<file path="config.mk">
export PLATFORM = sky130hd
export DESIGN_NAME = decode_stage
export DESIGN_NICKNAME = d
export VERILOG_FILES = /design/src/rtl/decode_stage.sv
export SDC_FILE = /design/constraint.sdc
export NUM_CORES = 1
export LEC_CHECK = 0
export ABC_AREA = 1
export BUFFER_PORTS_ARGS = -buffer_cell sky130_fd_sc_hd__buf_2
export CAP_MARGIN = 20
export CORE_MARGIN = 1.5
export CORE_UTILIZATION = 42
export DETAILED_ROUTE_END_ITERATION = 10
export PLACE_DENSITY = 0.66
export SLEW_MARGIN = 20
export SYNTH_ARGS = -nofsm -noshare
export SYNTH_HDL_FRONTEND = slang
export SYNTH_SLANG_ARGS = --single-unit
</file>
<file path="constraint.sdc">
create_clock -name clk -period 5.6 [get_ports clk]
set_input_delay 0.56 -clock clk [delete_from_list [all_inputs] [get_ports clk]]
set_output_delay 0.56 -clock clk [all_outputs]
set_load 0.005 [all_outputs]
</file>
<file path="src/rtl/decode_stage.sv">
`timescale 1ns/1ps
// decode_stage: RV32I/RV64I instruction decode pipeline stage.
// An output register (OR) holds the decoded bundle. A single skid entry (SK)
// holds a raw instruction that was accepted while OR was stalled. Together
// they form a 2-entry buffer, so the stage absorbs back-pressure without
// inserting bubbles.
//
// Optional feature macro: DECODE_STAGE_M_EXT_EN. When it is defined, OP and
// OP-32 with funct7=0x01 decode as M extension operations. When it is
// undefined, that encoding is illegal.
//
// Ports:
//   clk, resetn            clock; asynchronous active-low reset
//   flush                  synchronous kill of OR and SK
//   in_valid/in_ready      fetch handshake (in_ready = !skid_valid)
//   in_pc, in_instr        PC and raw 32-bit instruction from fetch
//   out_valid/out_ready    execute handshake
//   out_pc                 PC carried through
//   opcode, rd, rs1, rs2,
//   funct3, funct7         raw instruction fields
//   imm                    sign-extended immediate (0 for R-type)
//   alu_op                 ALU operation code
//   reg_write_enable, mem_read, mem_write, branch, jump, is_word, illegal
//                          control flags; all flags are cleared when illegal=1
module decode_stage #(
  parameter int unsigned XLEN = 64
) (
  input  logic            clk,
  input  logic            resetn,
  input  logic            flush,
  input  logic            in_valid,
  output logic            in_ready,
  input  logic [XLEN-1:0] in_pc,
  input  logic [31:0]     in_instr,
  output logic            out_valid,
  input  logic            out_ready,
  output logic [XLEN-1:0] out_pc,
  output logic [6:0]      opcode,
  output logic [4:0]      rd,
  output logic [4:0]      rs1,
  output logic [4:0]      rs2,
  output logic [2:0]      funct3,
  output logic [6:0]      funct7,
  output logic [XLEN-1:0] imm,
  output logic [3:0]      alu_op,
  output logic            reg_write_enable,
  output logic            mem_read,
  output logic            mem_write,
  output logic            branch,
  output logic            jump,
  output logic            is_word,
  output logic            illegal
);

  localparam logic [6:0] OPC_LUI       = 7'h37;
  localparam logic [6:0] OPC_AUIPC     = 7'h17;
  localparam logic [6:0] OPC_JAL       = 7'h6F;
  localparam logic [6:0] OPC_JALR      = 7'h67;
  localparam logic [6:0] OPC_BRANCH    = 7'h63;
  localparam logic [6:0] OPC_LOAD      = 7'h03;
  localparam logic [6:0] OPC_STORE     = 7'h23;
  localparam logic [6:0] OPC_OP_IMM    = 7'h13;
  localparam logic [6:0] OPC_OP        = 7'h33;
  localparam logic [6:0] OPC_OP_IMM_32 = 7'h1B;
  localparam logic [6:0] OPC_OP_32     = 7'h3B;

  localparam logic [3:0] ALU_ADD   = 4'd0;
  localparam logic [3:0] ALU_SUB   = 4'd1;
  localparam logic [3:0] ALU_SLL   = 4'd2;
  localparam logic [3:0] ALU_SLT   = 4'd3;
  localparam logic [3:0] ALU_SLTU  = 4'd4;
  localparam logic [3:0] ALU_XOR   = 4'd5;
  localparam logic [3:0] ALU_SRL   = 4'd6;
  localparam logic [3:0] ALU_SRA   = 4'd7;
  localparam logic [3:0] ALU_OR    = 4'd8;
  localparam logic [3:0] ALU_AND   = 4'd9;
  localparam logic [3:0] ALU_PASSB = 4'd10;
`ifdef DECODE_STAGE_M_EXT_EN
  localparam logic [3:0] ALU_MUL   = 4'd12;
  localparam logic [3:0] ALU_MULH  = 4'd13;
  localparam logic [3:0] ALU_DIV   = 4'd14;
  localparam logic [3:0] ALU_REM   = 4'd15;
`endif

  // Base integer ALU mapping. alt is instr[30]; SUB applies only to register ops.
  function automatic logic [3:0] alu_of(input logic [2:0] f3, input logic alt,
                                        input logic is_reg);
    logic [3:0] r;
    case (f3)
      3'd0:    r = (alt && is_reg) ? ALU_SUB : ALU_ADD;
      3'd1:    r = ALU_SLL;
      3'd2:    r = ALU_SLT;
      3'd3:    r = ALU_SLTU;
      3'd4:    r = ALU_XOR;
      3'd5:    r = alt ? ALU_SRA : ALU_SRL;
      3'd6:    r = ALU_OR;
      default: r = ALU_AND;
    endcase
    return r;
  endfunction

`ifdef DECODE_STAGE_M_EXT_EN
  // M extension mapping; execute uses funct3 for signedness.
  function automatic logic [3:0] m_alu_of(input logic [2:0] f3);
    logic [3:0] r;
    case (f3)
      3'd0:       r = ALU_MUL;
      3'd1, 3'd2,
      3'd3:       r = ALU_MULH;
      3'd4, 3'd5: r = ALU_DIV;
      default:    r = ALU_REM;
    endcase
    return r;
  endfunction
`endif

  // Buffer state
  logic            skid_valid;
  logic [XLEN-1:0] sk_pc;
  logic [31:0]     sk_instr;

  logic out_valid_d, skid_valid_d;
  logic or_load, sk_load, sel_sk;
  logic or_drain, in_fire;

  assign in_ready = !skid_valid;

  // Next-state for OR/SK occupancy; flush overrides all movement
  always_comb begin
    out_valid_d  = out_valid;
    skid_valid_d = skid_valid;
    or_load      = 1'b0;
    sk_load      = 1'b0;
    sel_sk       = 1'b0;
    or_drain     = !out_valid || out_ready;
    in_fire      = in_valid && !skid_valid;
    if (flush) begin
      out_valid_d  = 1'b0;
      skid_valid_d = 1'b0;
    end else if (or_drain) begin
      if (skid_valid) begin
        // in_ready is low while SK is full, so no new input arrives here
        or_load      = 1'b1;
        sel_sk       = 1'b1;
        out_valid_d  = 1'b1;
        skid_valid_d = 1'b0;
      end else begin
        or_load     = in_fire;
        out_valid_d = in_fire;
      end
    end else if (in_fire) begin
      sk_load      = 1'b1;
      skid_valid_d = 1'b1;
    end
  end

  // Decode source: the skid entry has priority because it is older
  logic [31:0]     dec_instr;
  logic [XLEN-1:0] dec_pc;
  assign dec_instr = sel_sk ? sk_instr : in_instr;
  assign dec_pc    = sel_sk ? sk_pc    : in_pc;

  logic [6:0]      d_opc, d_f7;
  logic [2:0]      d_f3;
  logic [4:0]      d_rd;
  logic [XLEN-1:0] imm_i, imm_s, imm_b, imm_u, imm_j;
  logic            f7_ok, sh_ok;

  assign d_opc = dec_instr[6:0];
  assign d_f3  = dec_instr[14:12];
  assign d_f7  = dec_instr[31:25];
  assign d_rd  = dec_instr[11:7];

  assign imm_i = XLEN'($signed(dec_instr[31:20]));
  assign imm_s = XLEN'($signed({dec_instr[31:25], dec_instr[11:7]}));
  assign imm_b = XLEN'($signed({dec_instr[31], dec_instr[7], dec_instr[30:25],
                                dec_instr[11:8], 1'b0}));
  assign imm_u = XLEN'($signed({dec_instr[31:12], 12'b0}));
  assign imm_j = XLEN'($signed({dec_instr[31], dec_instr[19:12], dec_instr[20],
                                dec_instr[30:21], 1'b0}));

  assign f7_ok = (d_f7 == 7'h00) || (d_f7 == 7'h20);
  // RV64 immediate shifts use a 6-bit shamt, so instr[25] belongs to shamt
  assign sh_ok = (XLEN == 64) ? ((dec_instr[31:26] == 6'h00) || (dec_instr[31:26] == 6'h10))
                              : f7_ok;

  logic [XLEN-1:0] d_imm;
  logic [3:0]      d_alu;
  logic            d_rwe, d_mr, d_mw, d_br, d_jp, d_word, d_ill;

  // Combinational decode of the selected instruction
  always_comb begin
    d_imm  = '0;
    d_alu  = ALU_ADD;
    d_rwe  = 1'b0;
    d_mr   = 1'b0;
    d_mw   = 1'b0;
    d_br   = 1'b0;
    d_jp   = 1'b0;
    d_word = 1'b0;
    d_ill  = 1'b0;
    case (d_opc)
      OPC_LUI: begin
        d_imm = imm_u;
        d_alu = ALU_PASSB;
        d_rwe = 1'b1;
      end
      OPC_AUIPC: begin
        d_imm = imm_u;
        d_rwe = 1'b1;
      end
      OPC_JAL: begin
        d_imm = imm_j;
        d_jp  = 1'b1;
        d_rwe = 1'b1;
      end
      OPC_JALR: begin
        d_imm = imm_i;
        d_jp  = 1'b1;
        d_rwe = 1'b1;
      end
      OPC_BRANCH: begin
        d_imm = imm_b;
        d_alu = ALU_SUB;
        d_br  = 1'b1;
      end
      OPC_LOAD: begin
        d_imm = imm_i;
        d_mr  = 1'b1;
        d_rwe = 1'b1;
        // LD and LWU exist only on RV64
        if ((XLEN == 32) && ((d_f3 == 3'd3) || (d_f3 == 3'd6))) d_ill = 1'b1;
      end
      OPC_STORE: begin
        d_imm = imm_s;
        d_mw  = 1'b1;
        if ((XLEN == 32) && (d_f3 == 3'd3)) d_ill = 1'b1;
      end
      OPC_OP_IMM: begin
        d_imm = imm_i;
        d_alu = alu_of(d_f3, dec_instr[30], 1'b0);
        d_rwe = 1'b1;
        if (((d_f3 == 3'd1) || (d_f3 == 3'd5)) && !sh_ok) d_ill = 1'b1;
      end
      OPC_OP, OPC_OP_32: begin
        d_rwe  = 1'b1;
        d_word = (d_opc == OPC_OP_32);
`ifdef DECODE_STAGE_M_EXT_EN
        if (d_f7 == 7'h01) begin
          d_alu = m_alu_of(d_f3);
        end else begin
          d_alu = alu_of(d_f3, dec_instr[30], 1'b1);
          d_ill = !f7_ok;
        end
`else
        d_alu = alu_of(d_f3, dec_instr[30], 1'b1);
        d_ill = !f7_ok;
`endif
        if ((XLEN == 32) && (d_opc == OPC_OP_32)) d_ill = 1'b1;
      end
      OPC_OP_IMM_32: begin
        d_imm  = imm_i;
        d_alu  = alu_of(d_f3, dec_instr[30], 1'b0);
        d_rwe  = 1'b1;
        d_word = 1'b1;
        // Word shifts have a 5-bit shamt, so the full funct7 is checked
        if (((d_f3 == 3'd1) || (d_f3 == 3'd5)) && !f7_ok) d_ill = 1'b1;
        if (XLEN == 32) d_ill = 1'b1;
      end
      default: d_ill = 1'b1;
    endcase
    if (dec_instr[1:0] != 2'b11) d_ill = 1'b1;
    if (d_rd == 5'd0) d_rwe = 1'b0;
    if (d_ill) begin
      d_rwe  = 1'b0;
      d_mr   = 1'b0;
      d_mw   = 1'b0;
      d_br   = 1'b0;
      d_jp   = 1'b0;
      d_word = 1'b0;
    end
  end

  // Output register; payload only changes on load, so it holds while stalled
  always_ff @(posedge clk or negedge resetn) begin
    if (!resetn) begin
      out_valid        <= 1'b0;
      out_pc           <= '0;
      opcode           <= '0;
      rd               <= '0;
      rs1              <= '0;
      rs2              <= '0;
      funct3           <= '0;
      funct7           <= '0;
      imm              <= '0;
      alu_op           <= '0;
      reg_write_enable <= 1'b0;
      mem_read         <= 1'b0;
      mem_write        <= 1'b0;
      branch           <= 1'b0;
      jump             <= 1'b0;
      is_word          <= 1'b0;
      illegal          <= 1'b0;
    end else begin
      out_valid <= out_valid_d;
      if (or_load) begin
        out_pc           <= dec_pc;
        opcode           <= d_opc;
        rd               <= d_rd;
        rs1              <= dec_instr[19:15];
        rs2              <= dec_instr[24:20];
        funct3           <= d_f3;
        funct7           <= d_f7;
        imm              <= d_imm;
        alu_op           <= d_alu;
        reg_write_enable <= d_rwe;
        mem_read         <= d_mr;
        mem_write        <= d_mw;
        branch           <= d_br;
        jump             <= d_jp;
        is_word          <= d_word;
        illegal          <= d_ill;
      end
    end
  end

  // Skid entry stores the raw instruction; it is decoded when moved to OR
  always_ff @(posedge clk or negedge resetn) begin
    if (!resetn) begin
      skid_valid <= 1'b0;
      sk_pc      <= '0;
      sk_instr   <= '0;
    end else begin
      skid_valid <= skid_valid_d;
      if (sk_load) begin
        sk_pc    <= in_pc;
        sk_instr <= in_instr;
      end
    end
  end

endmodule
</file>
==> summary.md <==
| Metric | Value |
|---|---|
| Num CTS Buffers | `26` |
| Net count, final | `1,490` |
| RSZ-0062 raised after global routing | `false` |
| Total GRT Usage | `20.92%` |
| Detailed Place HPWL | `18.25 mm` |
| DRC viols | `0` |
| Top cell type by total area after synthesis | `dfrtp_1` |
| Antenna violations before repair | `6` |
| Via count | `8,659` |
| Crit path max fanout | `108` |
| Post-route cell area | `0.01294 mm2` |
| H-tree depth | `1` |
| Drt via density | `4.965` |
| Max VDD drop | `0.2467 mV` |
| Max cap viols | `0` |
| Routed len/inst | `15.67 um` |
| Max Fclk | `0.3553 GHz` |
| Initial Util | `42.49%` |
| # IOs | `274` |
| Starting DRT DRC Count | `563` |
| Area contributors post-synth | `dfrtp_1 56%, nand2_1 12%, o21ai_0 9.3%, mux2_2 7.3%, nor2_1 3.2%` |
| Synth async-reset ratio | `100.0%` |
| Wire length of the first global-routing pass | `44.19 mm` |
| Synth Instances | `1,174` |
| Power density over the cells | `360.2 mW/mm2` |
| Hold Path Class | `input pin to asynchronous set/reset pin` |
| Place WS | `2.371 ns` |
| Final worst path period need | `2.814 ns` |
| Row count | `58` |
| Worst Tran Pin Value | `1.044 ns` |
| GP Congestion | `0.8357` |
| Vias in the first global route | `8,474` |
| Main flop type after synthesis | `dfrtp_1` |
| Post-synth EDFFs | `0` |
| Fin Setup TNS | `0 ns` |
| Clock buffer depth | `3` |
| Slew HR | `30.40%` |
| Outcome | `completed` |
| DRT Wirelength | `27.32 mm` |
| Hold Vio Cnt, Final | `0` |
| Leak | `6.952 nW` |
| First-pass detailed-route iteration total | `5` |
| Synth top area share | `55.75%` |
| Largest net degree at the start of global routing | `124` |
| Most frequent cell after synthesis | `nand2_1` |
| Area growth, synth to finish | `21.67%` |
| CTS sink cnt | `237` |
| Post-Syn Area per Cell | `9.061 um2` |
| DIE AREA | `0.02629 mm2` |
| Clk_lat worst skew | `0.52 ns` |
| Cts repair resizes | `0` |
| #FFs+latches synth | `237` |
| YS warnings | `0` |
| Nature of the critical path startpoint | `flip-flop` |
| Post-route ant nets | `0` |
| Worst EP required | `6.03 ns` |
| Core Util, Final | `51.69%` |
| Area of the mapped netlist | `0.01064 mm2` |
| Fillers | `2,347` |
| Total overflow reported by the global router | `0` |
| Die W | `162.1 um` |
| Worst Path Arrival | `3.24 ns` |
| Synth top cells by count | `327 x nand2_1, 237 x dfrtp_1, 198 x o21ai_0` |
| Final worst-path cycle share | `50.25%` |
| Hold buffer count at CTS | `0` |
| Hold WS | `0.09313 ns` |
| Seq/Total Area, Yosys | `55.75%` |
| CTS tree | `built` |
| Post-synth net total | `1,275` |
| Placed cell areas | `0.01203 mm2` |
| Clock-pin slew on the worst setup and hold paths | `0.06 ns` |
| Setup bufs post-CTS | `0` |
| Port bufs | `273` |
| Final setup margin | `2.786 ns` |
| Crit path kind | `flip-flop to flip-flop` |
| Clock skew | `0.009167 ns` |
| Critical path capture point type | `flip-flop` |
| Clock Tree Root | `clkbuf_16` |
| Final max-slew violation count | `0` |
| Die height | `162.1 um` |
| Core ar. | `0.02504 mm2` |
| Synth cell types | `32` |
| Final setup fails | `0` |
| Layout cells sized above 1 | `30.75%` |
[state kept, by name (all words and copies together), names as in the netlist, 3 cells and up]
signal / flops
sk_instr: 32
funct7: 7
alu_op: 4
opcode: 7
rs1: 5
sk_pc: 64
rd: 5
out_pc: 64
imm: 32
funct3: 3
rs2: 5
[through the flow]
step                total power [mW]  cells
finish                         4.661   1744
global route                   4.902   1741
CTS                            4.714   1738
detailed placement             2.913   1691
global placement               2.880   1691
floorplan                      2.576   1174
[logic make-up (layout without fill, tap and decap cells)]
kind of cell | count (synthesis) | count (layout) | share of synthesized area (%)
AO/OA/AOI/OAI | 231 | 231 | 11.42
other | 0 | 6 | 0
AND/OR/NAND/NOR | 482 | 482 | 18.64
buffers and inverters | 155 | 389 | 6.881
multiplexers | 69 | 69 | 7.304
flip-flops | 237 | 237 | 55.75
[cell type report]
class | instances | area [um2] | area share (%)
antenna | 6 | 15.01 | 0.1160
clock buffer | 37 | 773.2 | 5.974
clock inverter | 10 | 127.6 | 0.9861
inverter | 61 | 231.5 | 1.788
multi-input combinational | 782 | 3990 | 30.83
sequential | 237 | 5931 | 45.82
tap | 330 | 412.9 | 3.190
timing repair buffer | 281 | 1461 | 11.29
[final timing paths]
kind                                   startpoint                     end  slack, ns  depth (start not counted)
max                        skid_valid$_DFFE_PN0P_  out_pc[39]$_DFFE_PN0P_       2.79                          9
max reg2reg                skid_valid$_DFFE_PN0P_  out_pc[39]$_DFFE_PN0P_       2.79                          9
min                                        resetn     imm[23]$_DFFE_PN0P_       0.09                          1
max in group asynchronous                  resetn   sk_pc[33]$_DFFE_PN0P_       4.34                          2
min in group clk                        in_pc[28]   sk_pc[28]$_DFFE_PN0P_       0.28                          2
min reg2reg                 opcode[0]$_DFFE_PN0P_   opcode[0]$_DFFE_PN0P_       0.47                          2
[worst max-delay path: stages, from the launching register on]
cell and delay [ns]:
dfrtp_1 0.40, nand2_2 0.19, buf_4 0.53, nand2_1 0.12, inv_1 0.15, nor2_4 0.05, inv_4 0.67, buf_12 0.38
nand2_1 0.09, o21ai_0 0.11
[power breakdown]
| group | switching (mW) | internal (mW) | leakage, nW | total, mW |
|---|---|---|---|---|
| Combinational | 0.351 | 0.327 | 3.52 | 0.678 |
| Sequential | 0.170 | 2.03 | 2.99 | 2.20 |
| Clock | 0.690 | 1.09 | 0.447 | 1.78 |
[cell usage in the layout (no fill, tap or decap), types with 14 or more instances in the layout]
cell type  count
o21ai_1       14
dfrtp_1      237
mux2_2        69
nand3_1       23
nand2_1      326
o21ai_0      198
nand2_2       17
inv_1         56
clkbuf_16     27
buf_2        272
nor2_1        90
[metal layers]
metal	up-vias	GRT usage (%)	wire length, um
li1	4221	-	-
met1	4128	27.37	11800
met2	267	34.06	12770
met3	43	6.001	2083
met4	0	5.671	666
met5	-	0	0
Power figures use the tool's default switching activity.
